$ cat config.mk
export PLATFORM = sky130hd
export DESIGN_NAME = line_window_buffer
export DESIGN_NICKNAME = d
export VERILOG_FILES = /design/src/rtl/line_window_buffer.sv
export SDC_FILE = /design/constraint.sdc
export NUM_CORES = 1
export LEC_CHECK = 0
export BUFFER_PORTS_ARGS = -buffer_cell sky130_fd_sc_hd__buf_4
export CORE_AREA = 2 2 290 292
export CTS_CLUSTER_SIZE = 30
export DETAILED_ROUTE_END_ITERATION = 8
export DIE_AREA = 0 0 292 294
export HOLD_SLACK_MARGIN = 0.06
export PLACE_DENSITY_LB_ADDON = 0.05
export RECOVER_POWER = 100
export SLEW_MARGIN = 20
export SYNTH_ARGS = -nofsm -noshare
export SYNTH_HDL_FRONTEND = slang
export SYNTH_SLANG_ARGS = --single-unit
export TNS_END_PERCENT = 100
$ cat constraint.sdc
create_clock -name clk -period 6.6 [get_ports clk]
set_input_delay 0.99 -clock clk [delete_from_list [all_inputs] [get_ports clk]]
set_output_delay 0.99 -clock clk [all_outputs]
set_load 0.01 [all_outputs]
$ cat src/rtl/line_window_buffer.sv
// Streaming 3-row line buffer: turns a raster pixel stream into vertical 3-pixel
// columns for the convolution stage, flagging full 3x3 windows and end of frame.
module line_window_buffer #(
    parameter int IMG_W = 28,
    parameter int IMG_H = 28,
    parameter int PIX_W = 16
) (
    input  logic                       clk,
    input  logic                       rst,
    input  logic                       in_valid,
    input  logic [PIX_W-1:0]           in_pix,
    output logic                       out_valid,
    output logic                       win_valid,
    output logic [3*PIX_W-1:0]         out_col,
    output logic [$clog2(IMG_W)-1:0]   col_idx,
    output logic [$clog2(IMG_H)-1:0]   row_idx,
    output logic                       frame_done
);
    localparam int CW = $clog2(IMG_W);
    localparam int RW = $clog2(IMG_H);

    logic [CW-1:0]    col;
    logic [RW-1:0]    row;
    logic [PIX_W-1:0] lb0 [IMG_W];
    logic [PIX_W-1:0] lb1 [IMG_W];

    logic last_col, last_row;
    assign last_col = (col == CW'(IMG_W - 1));
    assign last_row = (row == RW'(IMG_H - 1));

    // Rows 0 and 1 only fill the line memories; rows >= 2 stream valid columns.
    always_ff @(posedge clk or negedge rst) begin
        if (!rst) begin
            col        <= '0;
            row        <= '0;
            out_valid  <= 1'b0;
            win_valid  <= 1'b0;
            frame_done <= 1'b0;
            out_col    <= '0;
            col_idx    <= '0;
            row_idx    <= '0;
        end else if (in_valid) begin
            out_col    <= {lb1[col], lb0[col], in_pix};
            col_idx    <= col;
            row_idx    <= row;
            out_valid  <= (row >= RW'(2));
            win_valid  <= (row >= RW'(2)) && (col >= CW'(2));
            frame_done <= last_row && last_col;
            if (last_col) begin
                col <= '0;
                row <= last_row ? '0 : row + RW'(1);
            end else begin
                col <= col + CW'(1);
            end
        end else begin
            out_valid  <= 1'b0;
            win_valid  <= 1'b0;
            frame_done <= 1'b0;
        end
    end

    // Line memories are never cleared; the row gating keeps stale data from
    // ever being flagged valid. Writes are suppressed while reset is held.
    always_ff @(posedge clk) begin
        if (in_valid && rst) begin
            lb1[col] <= lb0[col];
            lb0[col] <= in_pix;
        end
    end
endmodule

==> flow_summary.json, run 1 <==
{
  "cts_buffers": 101,
  "h-tree-depth": 3,
  "crit_chain": "clkbuf_1, nand3_1, nor2_1, clkbuf_1",
  "first_pass_iters": 8,
  "period_minus_slack_ns": 5.381,
  "synth_ff_type": "edfxtp_1",
  "arrival_ns": 5.65,
  "die_h_um": 294,
  "grt_max_degree": 84,
  "synthCells": 1826,
  "final_common_cell": "edfxtp_1",
  "routed_wl_um": 98990,
  "fill_cells": 6704,
  "dp_hpwl_um": 60270,
  "path_class": "primary input to register",
  "design_area_um2": 42010,
  "wire_per_inst_um": 31.42,
  "ys_types": 51,
  "cts_setup_buffers": 0,
  "syn_area_um2": 36830,
  "coreArea_um2": 82890,
  "synth-edff-count": 896,
  "p_per_area_nw_per_um2": 421.1,
  "antenna_found_initial": 0,
  "stdcell_count": 3151,
  "max_stage_delay_ns": 1.63,
  "cp_num_cells": 4,
  "crit_buf_inv": 2,
  "slew_headroom_pct": -118.8,
  "clock-sinks": 967,
  "p_leak_nw": 13.61,
  "drt_iter0_markers": 1687,
  "hp-class": "primary input to asynchronous set/reset pin",
  "cts_tree": "done",
  "track_usage_pct": 23.31,
  "portBuffers": 79,
  "ys_ff_latch": 967,
  "pin_count": 80,
  "row_count": 106,
  "cts_buffer_depth": 3,
  "setup-tns-final_ns": 0,
  "irDropWorstVdd_v": 0.0002230,
  "clkLatencyLatePin_ns": 0.65,
  "required_ns": 6.87,
  "dieArea_um2": 85850,
  "grt_pass1_wl_um": 141000,
  "ys_warn_count": 0,
  "crit_top_cell": "clkbuf_1",
  "setup-violations-final": 0,
  "avgSynthCellArea_um2": 20.17,
  "r2r_cells": 7,
  "drc": 0,
  "finalPower_mw": 17.69,
  "yosysSeqAreaShare_pct": 77.89,
  "worstPathMaxFanout": 36,
  "startpoint_type": "primary input",
  "die_w_um": 292,
  "fmax_mhz": 185.9,
  "async_reset_ff_share_pct": 7.342,
  "regArea_um2": 28690,
  "hold_buffers": 0,
  "cts_resized": 0,
  "routed_via_density": 5.860,
  "layout_common_cells": "896 x edfxtp_1, 195 x mux2i_1, 136 x clkbuf_1",
  "hold_violations": 0,
  "min_period_over_period_pct": 81.52,
  "final_max_slew_viol_count": 688,
  "synth.net_count": 1851,
  "cts_root_buf": "clkbuf_16",
  "drive_gt1_share_pct": 18.30,
  "violations": "capacitance limit, slew limit",
  "end_kind": "register",
  "rsz0062_at_grt": "false",
  "overflow": 0,
  "grt_pass1_vias": 18610,
  "worstMarginPinSlew_ns": 3.282,
  "clk_pin_slew_ns": 0.06,
  "finClkSkew_ns": 0.01972,
  "post-route-util_pct": 50.68,
  "cp_slowest_cell": "clkbuf_1",
  "fin_nets": 2008,
  "cap_violations": 26,
  "crit_family": "buffers and inverters",
  "drtAntennaViolNets": 0,
  "place_inst": 2960,
  "multi_input_area_um2": 7746,
  "status": "complete, but fails checks",
  "placed_area_um2": 39350,
  "initial_core_util_pct": 44.43,
  "antenna_cells": 0,
  "place_congestion": 0.7899,
  "vias": 18470,
  "area_growth_pct": 14.07
}
Yosys cell counts, types with 17 or more instances:
library cell	instances	area share, %
mux2_2	34	1.0
dfrtp_1	71	4.8
o22ai_1	58	0.99
mux4_2	126	7.7
nor3_1	22	0.30
mux2i_1	195	5.3
a41oi_1	17	0.40
a22oi_1	80	1.6
edfxtp_1	896	73
nand2_1	24	0.24
nor2_1	60	0.61
buf_2	47	0.64
nand3_1	49	0.67
clkbuf_1	37	0.38
state kept, by name, summed over array words and instances, names as in the netlist:
register    count
lb1           448
win_valid       1
row_idx         5
out_valid       1
col             5
row             5
frame_done      1
lb0           448
col_idx         5
out_col        48
power by group:
part           switching [mW]  internal (mW)  total (mW)
clock                    2.29           3.24        5.53
sequential              0.257           7.99        8.25
combinational            2.76           1.15        3.90
cells by family after synthesis:
logic type,share of synthesized area (%)
compound gates,3.907
xor+xnor,0.02379
fa+ha+maj,0.2038
buf+inv,1.413
flops,77.89
mux,14.12
simple gates,2.450
final timing paths:
path	slack, ns	endpoint	from
max reg2reg	1.43	out_col[37]$_DFFE_PN0P_	col[1]$_DFFE_PN0P_
max	1.22	lb0[18][1]$_DFFE_PP_	in_valid
max in group asynchronous	2.29	col[0]$_DFFE_PN0P_	rst
min	0.35	out_col[18]$_DFFE_PN0P_	rst
min reg2reg	0.51	row_idx[3]$_DFFE_PN0P_	row_idx[3]$_DFFE_PN0P_
min in group clk	0.51	row_idx[3]$_DFFE_PN0P_	row_idx[3]$_DFFE_PN0P_
through the flow:
stage                     worst slack (ns)  hold WS, ns
final                                1.219       0.3454
after global routing                 1.136       0.3491
after floorplan                      3.007       0.5103
after global placement               2.428       0.4919
after CTS                            2.342       0.3316
after detailed placement             2.353       0.4964
worst register-to-register path, delay by kind of cell (launching register included):
family	cells	cell delay, ns
buffers and inverters	3	2.96
DFF	1	0.88
AOI/OAI and AO/OA	3	0.75
muxes	1	0.48
metal layers:
metal  GRT usage [%]  share of wire [%]  wire, um
met1           33.63                 44     43440
met2           36.72                 47     46460
met3           4.056                6.8      6745
met4           6.626                2.4      2345
met5               0                  0         0
final cells by class:
type,instances,share of cell area [%]
clock buffers,148,6.827
multi-input cells,752,18.44
flip-flops and latches,967,68.30
well taps,1080,3.217
clock inverters,43,0.8876
repair buffers,157,2.294
inverters,4,0.03574
No activity file was read; power rests on OpenSTA's default activity.
==> inputs of run 2 (changes only) <==
clock period = 5.37 ns   (was 6.6 ns; I/O delays follow)
==> run 2 against run 1 <==
Largest power group unchanged; via count up 1.0%; the flow still finishes with violations (capacitance limit, slew limit); critical endpoint is now lb1[4][12]$_DFFE_PP_; worst setup slack worse by 0.40 ns; highest routed layer is now met5; register-to-register slack got worse by 0.50 ns; critical path depth up 1.
==> flow_summary.json, run 2 (synthesis gave the netlist of run 1 again) <==
{
  "status": "complete, but fails checks",
  "violations": "capacitance limit, slew limit",
  "slew_headroom_pct": -53.31,
  "first_pass_iters": 5,
  "fin_nets": 2011,
  "min_period_over_period_pct": 84.70,
  "startpoint_type": "primary input",
  "p_per_area_nw_per_um2": 522.4,
  "area_growth_pct": 14.57,
  "pin_count": 80,
  "irDropWorstVdd_v": 0.0002856,
  "netSwitchingFraction_pct": 29.28,
  "final_common_cell": "edfxtp_1",
  "worstMarginPinSlew_ns": 2.300,
  "drc": 0,
  "clkPwrFrac_pct": 32.9,
  "drt_iter0_markers": 1574,
  "drtAntennaViolNets": 0,
  "period_minus_slack_ns": 4.548,
  "hold_violations": 0,
  "cts_root_buf": "clkbuf_16",
  "portBuffers": 79,
  "routed_wl_um": 98840,
  "fill_cells": 6681,
  "layout_common_cells": "896 x edfxtp_1, 195 x mux2i_1, 126 x mux4_2",
  "wire_per_inst_um": 31.37,
  "finalPower_mw": 22.04,
  "final_max_slew_viol_count": 242,
  "initial_core_util_pct": 44.43,
  "p_leak_nw": 13.71,
  "dieArea_um2": 85850,
  "path_class": "primary input to register",
  "coreArea_um2": 82890,
  "p_seq_share_pct": 46.4,
  "internal_power_mw": 15.59,
  "antenna_found_initial": 3,
  "dp_hpwl_um": 57870,
  "combPwrFrac_pct": 20.7,
  "setup-violations-final": 0,
  "cts_setup_buffers": 0,
  "grt_pass1_wl_um": 140200,
  "die_w_um": 292,
  "routed_via_density": 5.920,
  "cts_buffers": 101,
  "overflow": 0,
  "finClkSkew_ns": 0.01739,
  "cts_resized": 0,
  "clkLatencyLatePin_ns": 0.65,
  "place_congestion": 0.7507,
  "top_regs": "lb0 x448, lb1 x448, out_col x48",
  "setup-tns-final_ns": 0,
  "cap_violations": 7,
  "grt_pass1_vias": 18760,
  "hold_ws_ns": 0.5024,
  "cts_tree": "done",
  "end_kind": "register",
  "cts_buffer_depth": 3,
  "arrival_ns": 4.81,
  "clk_pin_slew_ns": 0.06,
  "p_sw_mw": 6.455,
  "clock-sinks": 967,
  "hp-class": "register to register",
  "die_h_um": 294,
  "track_usage_pct": 23.29,
  "fmax_mhz": 219.9,
  "hold_buffers": 0,
  "grt_max_degree": 70,
  "required_ns": 5.63,
  "rsz0062_at_grt": "false",
  "worstPathMaxFanout": 27,
  "vias": 18660,
  "h-tree-depth": 3,
  "row_count": 106,
  "drive_gt1_share_pct": 20.19
}
[run 2: per-layer routing]
metal  part of all wire [%]  wire length [um]  vias up  global-route usage, %
li1                       -                 -     7884                      -
met1                     43             42890    10090                  32.64
met2                     49             48880      557                  38.53
met3                    5.5              5449      121                  4.139
met4                    1.6              1612        2                  4.803
met5                 0.0071                 7        -                      0
[run 2: critical path: stages]
cell and delay (ns):
clkbuf_1 1.56, nand3_1 0.28, clkbuf_1 0.42, nor2_4 0.66
clkbuf_2 0.96
[run 2: cell type report]
cell class                 instances  area [um2]  share of cell area (%)
inverter                           4       15.01                 0.03559
timing repair buffer             160       860.8                   2.040
tap                             1080        1351                   3.203
clock inverter                    60       685.7                   1.625
sequential                       967       28690                   68.00
antenna                            1       2.502                0.005931
clock buffer                     127        2778                   6.583
multi-input combinational        752        7809                   18.51
[run 2: power by group through the flow]
| stage | Clock, mW | Combinational (mW) | Sequential, mW |
|---|---|---|---|
| 6_report | 7.25 | 4.56 | 10.2 |
| 5_1_grt | 7.68 | 4.95 | 10.3 |
| 4_1_cts | 7.37 | 4.75 | 10.2 |
| 3_5_place_dp | 0 | 4.74 | 10.4 |
| 3_3_place_gp | 0 | 4.65 | 10.4 |
| 2_1_floorplan | 0 | 2.78 | 10.1 |
[run 2: worst paths after layout]
check                                                to  cells past startpoint                    start  slack (ns)
worst max-delay path               lb1[4][12]$_DFFE_PP_                      5                      rst        0.82
worst min-delay path            out_col[14]$_DFFE_PN0P_                      1  out_col[14]$_DFFE_PN0P_        0.50
worst max register to register     lb1[4][14]$_DFFE_PP_                      4       col[2]$_DFFE_PN0P_        0.93
worst min register to register  out_col[14]$_DFFE_PN0P_                      1  out_col[14]$_DFFE_PN0P_        0.50
max in group asynchronous       out_col[26]$_DFFE_PN0P_                      2                      rst        1.69
min in group asynchronous        out_col[5]$_DFFE_PN0P_                      1                      rst        0.81
[run 2: metrics by stage]
step	cells	utilization (%)	setup WS (ns)	area (um2)
2_1_floorplan	1826	-	1.961	36830
3_3_place_gp	2961	47.19	1.655	39120
3_5_place_dp	2961	47.19	1.579	39120
4_1_cts	3148	51.37	1.576	42580
5_1_grt	3150	50.90	0.6866	42190
6_report	3151	50.90	0.8216	42190
